## src/rtl/full_adder_unit.sv

```systemverilog
// Ripple-carry adder of WIDTH full-adder cells with an optional output register stage.
// {o_carry, o_sum} = i_bit1 + i_bit2 + i_carry at WIDTH+1 bits.
module full_adder_unit #(
  parameter int WIDTH      = 1,
  parameter int REGISTERED = 1
) (
  input  logic             i_clk,
  input  logic             i_rst_n,
  input  logic             i_valid,
  input  logic [WIDTH-1:0] i_bit1,
  input  logic [WIDTH-1:0] i_bit2,
  input  logic             i_carry,
  output logic             o_valid,
  output logic [WIDTH-1:0] o_sum,
  output logic             o_carry
);

  // Valid-only qualifier, no backpressure: operands are taken on every rising
  // edge where i_valid=1; o_valid marks the cycle a new result is presented.
  logic [WIDTH:0]   carry_w;
  logic [WIDTH-1:0] sum_w;

  assign carry_w[0] = i_carry;

  for (genvar k = 0; k < WIDTH; k++) begin : g_cell
    logic p_w;
    assign p_w          = i_bit1[k] ^ i_bit2[k];
    assign sum_w[k]     = p_w ^ carry_w[k];
    assign carry_w[k+1] = (i_bit1[k] & i_bit2[k]) | (carry_w[k] & p_w);
  end

  if (REGISTERED != 0) begin : g_reg
    logic [WIDTH-1:0] sum_q, sum_d;
    logic             carry_q, carry_d;
    logic             valid_q, valid_d;

    // Result registers hold across idle cycles; only the qualifier drops.
    always_comb begin
      sum_d   = sum_q;
      carry_d = carry_q;
      valid_d = i_valid;
      if (i_valid) begin
        sum_d   = sum_w;
        carry_d = carry_w[WIDTH];
      end
    end

    always_ff @(posedge i_clk or negedge i_rst_n) begin
      if (!i_rst_n) begin
        sum_q   <= '0;
        carry_q <= 1'b0;
        valid_q <= 1'b0;
      end else begin
        sum_q   <= sum_d;
        carry_q <= carry_d;
        valid_q <= valid_d;
      end
    end

    assign o_sum   = sum_q;
    assign o_carry = carry_q;
    assign o_valid = valid_q;
  end else begin : g_comb
    logic unused_clk_rst;
    assign unused_clk_rst = i_clk ^ i_rst_n;

    assign o_sum   = sum_w;
    assign o_carry = carry_w[WIDTH];
    assign o_valid = i_valid;
  end

endmodule

```

## config.mk

```make
export PLATFORM = sky130hd
export DESIGN_NAME = full_adder_unit
export DESIGN_NICKNAME = d
export VERILOG_FILES = /design/src/rtl/full_adder_unit.sv
export SDC_FILE = /design/constraint.sdc
export NUM_CORES = 1
export LEC_CHECK = 0
export CORE_AREA = 2 2 39 41
export DETAILED_ROUTE_END_ITERATION = 6
export DIE_AREA = 0 0 41 43
export GPL_ROUTABILITY_DRIVEN = 1
export HOLD_SLACK_MARGIN = 0.15
export SLEW_MARGIN = 20
export SYNTH_ARGS = -nofsm -noshare
export SYNTH_HDL_FRONTEND = slang
export SYNTH_SLANG_ARGS = --single-unit
```

## constraint.sdc

```tcl
create_clock -name i_clk -period 1.5 [get_ports i_clk]
set_input_delay 0.45 -clock i_clk [delete_from_list [all_inputs] [get_ports i_clk]]
set_output_delay 0.45 -clock i_clk [all_outputs]
set_load 0.03 [all_outputs]
```

==> metrics.txt, run 1 <==
# TYPE chip_impl_metric gauge
chip_impl_metric{name="synth_compound_area_share",unit="%"} 0
chip_impl_metric{name="max_cap_viol_count",unit=""} 0
chip_impl_info{name="yosysTopAreaCell",value="dfrtp_1"} 1
chip_impl_metric{name="post-route-util",unit="%"} 17.7
chip_impl_metric{name="power_frac_seq",unit="%"} 31.8
chip_impl_metric{name="cts_max_path_buffers",unit=""} 2
chip_impl_metric{name="drive_above_1_share",unit="%"} 27.8
chip_impl_metric{name="initial_antenna_violation_count",unit=""} 0
chip_impl_metric{name="clock_sink_count",unit=""} 3
chip_impl_info{name="cp-end-kind",value="register"} 1
chip_impl_metric{name="port_buffers",unit=""} 8
chip_impl_metric{name="number_of_levels_the_h_tree_was_split_into",unit=""} 1
chip_impl_metric{name="start_util",unit="%"} 8.50
chip_impl_metric{name="power_frac_comb",unit="%"} 21.0
chip_impl_metric{name="clk_transition_reported_paths",unit="ps"} 40
chip_impl_info{name="worst_setup_path_start_kind",value="input port"} 1
chip_impl_metric{name="fin_worst_hold_slack",unit="ps"} 402
chip_impl_info{name="dominant_combinational_cell_family_by_area_after_synthesis",value="multiplexers"} 1
chip_impl_metric{name="synth.yosys.seq_area_share",unit="%"} 63.8
chip_impl_metric{name="timing.clock.skew",unit="ps"} 0
chip_impl_metric{name="cp_data_required_time",unit="ps"} 1620
chip_impl_metric{name="slew_headroom",unit="%"} 78.7
chip_impl_metric{name="largest_driver_fanout_on_the_critical_path",unit=""} 1
chip_impl_metric{name="cell_area_after_synthesis",unit="µm²"} 118
chip_impl_metric{name="num_rows",unit=""} 14
chip_impl_metric{name="drt_pass1_iterations",unit=""} 1
chip_impl_metric{name="fillers",unit=""} 148
chip_impl_metric{name="antenna_left",unit=""} 0
chip_impl_metric{name="avgViaCountPerCell",unit=""} 3.09
chip_impl_info{name="layout_common_cells",value="3 x clkbuf_4, 3 x clkdlybuf4s50_1, 3 x dfrtp_1, 3 x dlygate4sd2_1"} 1
chip_impl_metric{name="fraction_of_power_spent_switching_nets",unit="%"} 26.9
chip_impl_metric{name="timing.final.hold_violations",unit=""} 0
chip_impl_info{name="worstHoldPathType",value="in -> async"} 1
chip_impl_metric{name="slew_viols_final",unit=""} 0
chip_impl_metric{name="layout_min_cycle_time",unit="ps"} 1470
chip_impl_metric{name="design.die.area",unit="mm²"} 0.00176
chip_impl_metric{name="total_placed_instance_area",unit="µm²"} 218
chip_impl_metric{name="ys_ff_latch",unit=""} 3
chip_impl_metric{name="tritoncts_buffers",unit=""} 3
chip_impl_info{name="outcome",value="complete, no violations"} 1
chip_impl_metric{name="die_w",unit="µm"} 41
chip_impl_info{name="critical_path_class",value="in -> reg"} 1
chip_impl_metric{name="worst_slew_pin_slew",unit="ps"} 321
chip_impl_metric{name="postRouteWirelength",unit="µm"} 278
chip_impl_metric{name="syn2layout_area_growth",unit="%"} 109
chip_impl_info{name="clk_root_buffer_cell",value="clkbuf_4"} 1
chip_impl_metric{name="p_sw",unit="µW"} 81.1
chip_impl_metric{name="drt-wirelength-per-cell",unit="µm"} 8.18
chip_impl_metric{name="total_global_routing_track_utilization",unit="%"} 5.14
chip_impl_metric{name="p_total",unit="µW"} 301
chip_impl_metric{name="vias",unit=""} 105
chip_impl_metric{name="cellLeakagePower",unit="µW"} 0.000119
chip_impl_metric{name="postLayoutSetupSlackWorst",unit="ps"} 33.4
chip_impl_metric{name="finalSetupViolations",unit=""} 0
chip_impl_metric{name="multi_input_comb_area",unit="µm²"} 42.5
chip_impl_metric{name="synthDistinctLibCells",unit=""} 3
chip_impl_metric{name="detail_route.drc_violations",unit=""} 0
chip_impl_metric{name="worst_ep_arrival_time",unit="ps"} 1580
chip_impl_metric{name="finish.net_count",unit=""} 26
chip_impl_metric{name="clock_insertion_delay_worst_skew",unit="ps"} 230
chip_impl_metric{name="core_footprint",unit="mm²"} 0.00138
chip_impl_info{name="cts_tree",value="done"} 1
chip_impl_metric{name="synthXorXnorAreaFrac",unit="%"} 0
chip_impl_metric{name="drt-initial-drc-count",unit=""} 0
chip_impl_metric{name="gpl.final_weighted_congestion",unit=""} 0.538
chip_impl_metric{name="powerDensity",unit="mW/mm²"} 1230
chip_impl_metric{name="share_of_the_synthesized_area_in_the_top_cell_type",unit="%"} 63.8
chip_impl_info{name="grt_setup_unrepaired",value="no"} 1
chip_impl_metric{name="first_pass_grt_wire_length",unit="µm"} 476
chip_impl_metric{name="place_worst_setup_slack",unit="ps"} -240
chip_impl_metric{name="antenna-diode-count",unit=""} 0
chip_impl_metric{name="layout.cell_area.non_filler",unit="µm²"} 245
chip_impl_metric{name="post_synth_fa_ha_maj_area_fraction",unit="%"} 17.0
chip_impl_metric{name="clock_power_share",unit="%"} 47.3
chip_impl_metric{name="num_io_pins",unit=""} 9
chip_impl_metric{name="floorplan.die.height",unit="µm"} 43
chip_impl_metric{name="layout_worst_path_cycle_share",unit="%"} 97.8
chip_impl_metric{name="grt_max_degree",unit=""} 4
chip_impl_metric{name="synth.area.mux_share",unit="%"} 19.1
chip_impl_metric{name="ir_worst_vdd",unit="µV"} 317
chip_impl_metric{name="cts_setup_buffers",unit=""} 0
chip_impl_metric{name="ys_warn_count",unit=""} 0
chip_impl_metric{name="intPower",unit="µW"} 220
chip_impl_metric{name="syn-num-nets",unit=""} 13
chip_impl_metric{name="fmax",unit="MHz"} 682
chip_impl_info{name="synthTopCellsByArea",value="dfrtp_1 64%, mux2_2 19%, fa_1 17%"} 1
chip_impl_metric{name="grt_pass1_vias",unit=""} 113
chip_impl_metric{name="syn_avg_cell_area",unit="µm²"} 19.6
chip_impl_metric{name="post_synth_simple_gate_area",unit="%"} 0
chip_impl_metric{name="global_route.overflow_total",unit=""} 0
chip_impl_metric{name="syn_inst",unit=""} 6
chip_impl_metric{name="ff_latch_area",unit="µm²"} 75.1
-- power by group through the flow --
stage                     Combinational [µW]  Clock, µW  Sequential (µW)
final                                   63.2        142             95.7
after global routing                    68.1        163             98.1
after CTS                               64.5        150             96.3
after detailed placement                71.7          0             97.8
after global placement                  69.7          0             96.9
after floorplan                         10.6          0              118
-- sequential cells by signal, summed over array words and instances (netlist names) --
| name | cells |
|---|---|
| o_sum | 1 |
| o_carry | 1 |
| o_valid | 1 |
-- per-stage QoR --
| step | setup TNS, ps | cells |
|---|---|---|
| 6_report | 0 | 34 |
| 5_1_grt | 0 | 34 |
| 4_1_cts | 0 | 34 |
| 3_5_place_dp | -437 | 30 |
| 3_3_place_gp | -399 | 30 |
| 2_1_floorplan | 0 | 6 |
-- Yosys cell counts --
| master | number |
|---|---|
| dfrtp_1 | 3 |
| fa_1 | 1 |
| mux2_2 | 2 |
-- cells by family (layout without fill, tap and decap cells) --
family,after synthesis,after routing
DFF,3,3
muxes,2,2
adders and majority gates,1,1
buffers and inverters,0,12
-- per-layer routing --
| metal | GRT usage (%) | vias to the layer above | share of wire (%) |
|---|---|---|---|
| met2 | 4.38 | 11 | 38 |
| met1 | 4.23 | 50 | 31 |
| met3 | 7.85 | 0 | 31 |
| li1 | - | 44 | - |
| met4 | 6.00 | 0 | 0 |
| met5 | 0 | - | 0 |
-- what timing repair did --
| item | in CTS | in global routing |
|---|---|---|
| endpoints found under the setup margin | 3 | 1 |
| endpoints found under the hold margin | 0 | 0 |
| pin swaps | 0 | 1 |
| gates resized for setup | 3 | 2 |
| hold buffers | 0 | 0 |
-- critical path: stages --
cell and delay [ps]:
clkdlybuf4s50_1 470, fa_1 400, mux2_2 260
-- final timing paths --
path | from | to | slack, ps | depth (start not counted)
worst min register to register | o_carry | o_carry | 490 | 1
worst max-delay path | i_bit2 | o_sum | 30 | 3
min in group i_clk | o_carry | o_carry | 490 | 1
worst min-delay path | i_rst_n | o_sum | 400 | 1
worst max register to register | o_sum | o_sum | 770 | 1
max in group asynchronous | i_rst_n | o_valid | 950 | 1
-- area by class of cell --
cell class	count	share of cell area [%]
multi-input cells	3	17.3
flip-flops and latches	3	30.6
repair buffers	8	33.2
clock buffers	4	10.7
well taps	16	8.16
No activity file was read; power rests on OpenSTA's default activity.
==> inputs of run 2 (changes only) <==
--- a/config.mk
+++ b/config.mk
@@ -6,6 +6,7 @@
 export NUM_CORES = 1
 export LEC_CHECK = 0
 export CORE_AREA = 2 2 39 41
+export CTS_CLUSTER_DIAMETER = 40
 export DETAILED_ROUTE_END_ITERATION = 6
 export DIE_AREA = 0 0 41 43
 export GPL_ROUTABILITY_DRIVEN = 1
==> results of run 2 <==
Final layout, timing and power as in run 1 (identical DEF).
==> inputs of run 3 (changes only) <==
--- a/config.mk
+++ b/config.mk
@@ -6,6 +6,7 @@
 export NUM_CORES = 1
 export LEC_CHECK = 0
 export CORE_AREA = 2 2 39 41
+export CTS_BUF_LIST = sky130_fd_sc_hd__clkbuf_4 sky130_fd_sc_hd__clkbuf_8
 export CTS_CLUSTER_DIAMETER = 40
 export DETAILED_ROUTE_END_ITERATION = 6
 export DIE_AREA = 0 0 41 43
==> run 3 against run 2 <==
Cell count is the same; register-to-register slack barely moved; routed wire length is 0.36% higher; critical path depth unchanged; maximum frequency about the same; first-iteration DRC count unchanged; highest routed layer unchanged.
==> metrics.txt, run 3 (same netlist as run 1, synthesis figures left out) <==
# TYPE chip_impl_metric gauge
chip_impl_metric{name="power_frac_comb",unit="%"} 19.8
chip_impl_metric{name="gpl.final_weighted_congestion",unit=""} 0.538
chip_impl_metric{name="number_of_levels_the_h_tree_was_split_into",unit=""} 1
chip_impl_metric{name="multi_input_comb_area",unit="µm²"} 42.5
chip_impl_metric{name="port_buffers",unit=""} 8
chip_impl_metric{name="layout_worst_path_cycle_share",unit="%"} 97.7
chip_impl_info{name="busiest_layer",value="met3"} 1
chip_impl_metric{name="antenna_left",unit=""} 0
chip_impl_metric{name="worst_reg2reg_path_length_in_cells",unit=""} 1
chip_impl_metric{name="ff_latch_area",unit="µm²"} 75.1
chip_impl_metric{name="layout_min_cycle_time",unit="ps"} 1470
chip_impl_metric{name="place_inst",unit=""} 30
chip_impl_info{name="grt_setup_unrepaired",value="no"} 1
chip_impl_info{name="worst_setup_path_start_kind",value="input port"} 1
chip_impl_metric{name="ir_worst_vdd",unit="µV"} 320
chip_impl_metric{name="clock_sink_count",unit=""} 3
chip_impl_metric{name="fin_worst_hold_slack",unit="ps"} 400
chip_impl_metric{name="timing.clock.skew",unit="ps"} 0
chip_impl_info{name="critical_path_class",value="in -> reg"} 1
chip_impl_info{name="mostFrequentLayoutCell",value="clkbuf_4"} 1
chip_impl_metric{name="place_worst_setup_slack",unit="ps"} -240
chip_impl_metric{name="max_cap_viol_count",unit=""} 0
chip_impl_metric{name="num_rows",unit=""} 14
chip_impl_metric{name="num_io_pins",unit=""} 9
chip_impl_metric{name="met1_usage",unit="%"} 4.56
chip_impl_info{name="cts_tree",value="done"} 1
chip_impl_metric{name="ctsHoldBuffers",unit=""} 0
chip_impl_metric{name="power_frac_seq",unit="%"} 29.9
chip_impl_metric{name="drive_above_1_share",unit="%"} 33.3
chip_impl_metric{name="tritoncts_buffers",unit=""} 3
chip_impl_metric{name="fmax",unit="MHz"} 682
chip_impl_metric{name="postLayoutSetupSlackWorst",unit="ps"} 34.7
chip_impl_metric{name="initial_antenna_violation_count",unit=""} 0
chip_impl_metric{name="critical_path.n_buffers_inverters",unit=""} 1
chip_impl_metric{name="vias",unit=""} 105
chip_impl_metric{name="cellLeakagePower",unit="µW"} 0.000122
chip_impl_metric{name="cp_data_required_time",unit="ps"} 1620
chip_impl_info{name="layout_common_cells",value="4 x clkbuf_4, 3 x clkdlybuf4s50_1, 3 x dfrtp_1, 3 x dlygate4sd2_1"} 1
chip_impl_info{name="cp-end-kind",value="register"} 1
chip_impl_info{name="rr_startpoint",value="o_sum"} 1
chip_impl_metric{name="timing.final.hold_violations",unit=""} 0
chip_impl_metric{name="clock_power_share",unit="%"} 50.4
chip_impl_metric{name="finish.net_count",unit=""} 26
chip_impl_metric{name="cts_max_path_buffers",unit=""} 2
chip_impl_metric{name="die_w",unit="µm"} 41
chip_impl_metric{name="intPower",unit="µW"} 238
chip_impl_info{name="worstHoldPathType",value="in -> async"} 1
chip_impl_metric{name="fillers",unit=""} 146
chip_impl_metric{name="largest_driver_fanout_on_the_critical_path",unit=""} 1
chip_impl_metric{name="postRouteWirelength",unit="µm"} 279
chip_impl_metric{name="final_cell_count_no_fill",unit=""} 34
chip_impl_metric{name="final.setup.tns",unit="ps"} 0
chip_impl_info{name="cp_top_family",value="buffers and inverters"} 1
chip_impl_metric{name="use_met2",unit="%"} 4.38
chip_impl_metric{name="worst_ep_arrival_time",unit="ps"} 1580
chip_impl_metric{name="gr-usage-met3",unit="%"} 7.85
chip_impl_metric{name="p_total",unit="µW"} 320
chip_impl_metric{name="design.die.area",unit="mm²"} 0.00176
chip_impl_metric{name="floorplan.die.height",unit="µm"} 43
chip_impl_metric{name="slew_viols_final",unit=""} 0
chip_impl_metric{name="cts_setup_buffers",unit=""} 0
chip_impl_metric{name="antenna-diode-count",unit=""} 0
chip_impl_metric{name="detail_route.drc_violations",unit=""} 0
chip_impl_metric{name="drt-wirelength-per-cell",unit="µm"} 8.21
chip_impl_metric{name="critical-path-max-stage-delay",unit="ps"} 470
chip_impl_metric{name="clock_insertion_delay_worst_skew",unit="ps"} 230
chip_impl_metric{name="slew_headroom",unit="%"} 78.7
chip_impl_metric{name="finalSetupViolations",unit=""} 0
chip_impl_metric{name="powerDensity",unit="mW/mm²"} 1290
chip_impl_metric{name="total_global_routing_track_utilization",unit="%"} 5.24
chip_impl_metric{name="fraction_of_power_spent_switching_nets",unit="%"} 25.6
chip_impl_metric{name="avgViaCountPerCell",unit=""} 3.09
chip_impl_info{name="clk_root_buffer_cell",value="clkbuf_4"} 1
chip_impl_info{name="cp_slowest_cell",value="clkdlybuf4s50_1"} 1
chip_impl_metric{name="p_sw",unit="µW"} 81.8
chip_impl_info{name="worst_r2r_endpoint",value="o_sum"} 1
chip_impl_metric{name="cp.depth",unit=""} 3
chip_impl_metric{name="first_pass_grt_wire_length",unit="µm"} 489
chip_impl_info{name="ordered_list_of_cells_on_the_worst_path",value="clkdlybuf4s50_1, fa_1, mux2_2"} 1
chip_impl_metric{name="drt-initial-drc-count",unit=""} 0
chip_impl_metric{name="drt_pass1_iterations",unit=""} 1
chip_impl_metric{name="worst_slew_pin_slew",unit="ps"} 321
chip_impl_metric{name="core_footprint",unit="mm²"} 0.00138
chip_impl_metric{name="global_route.overflow_total",unit=""} 0
chip_impl_info{name="outcome",value="complete, no violations"} 1
chip_impl_metric{name="clk_transition_reported_paths",unit="ps"} 40
chip_impl_metric{name="grt_pass1_vias",unit=""} 114
chip_impl_metric{name="syn2layout_area_growth",unit="%"} 112
chip_impl_metric{name="grt_max_degree",unit=""} 4
chip_impl_metric{name="ff2ff_setup_slack",unit="ps"} 770
chip_impl_metric{name="start_util",unit="%"} 8.50
run 3: cell counts in the layout (fill, tap and decap cells not counted):
No cell type changed its count.
run 3: stage by stage:
step,util [%],instance area [µm²]
CTS,17.6,244
floorplan,-,118
finish,18.0,249
detailed placement,15.7,218
global placement,15.7,218
global route,18.0,249
run 3: power groups by stage:
stage,clock network [µW],registers (µW),logic (µW)
global placement,0,96.9,69.7
floorplan,0,118,10.6
finish,161,95.7,63.2
CTS,169,96.3,64.5
detailed placement,0,97.8,71.7
global route,184,98.0,68.1
run 3: repair_timing:
action                     in CTS  in global routing
gates resized for setup         3                  2
pin swaps                       0                  1
setup endpoints to repair       3                  1
run 3: worst max-delay path by stage:
stage / from / endpoint / slack [ps]
3_5_place_dp: i_bit1 / o_sum / -240
5_1_grt: o_sum / o_sum / 10
4_1_cts: i_bit1 / o_sum / 10
3_3_place_gp: i_bit1 / o_sum / -220
6_report: i_bit2 / o_sum / 30
2_1_floorplan: i_bit1 / o_sum / 220
run 3: area by class of cell:
| class | count | area share (%) |
|---|---|---|
| multi-input combinational | 3 | 17.1 |
| timing repair buffer | 8 | 32.7 |
| tap | 16 | 8.04 |
| sequential | 3 | 30.2 |
| clock buffer | 4 | 12.1 |
run 3: layer usage:
| layer | vias to the layer above | part of all wire, % |
|---|---|---|
| li1 | 44 | - |
| met1 | 50 | 30 |
| met2 | 11 | 38 |
| met3 | 0 | 31 |
| met4 | 0 | 0 |
| met5 | - | 0 |
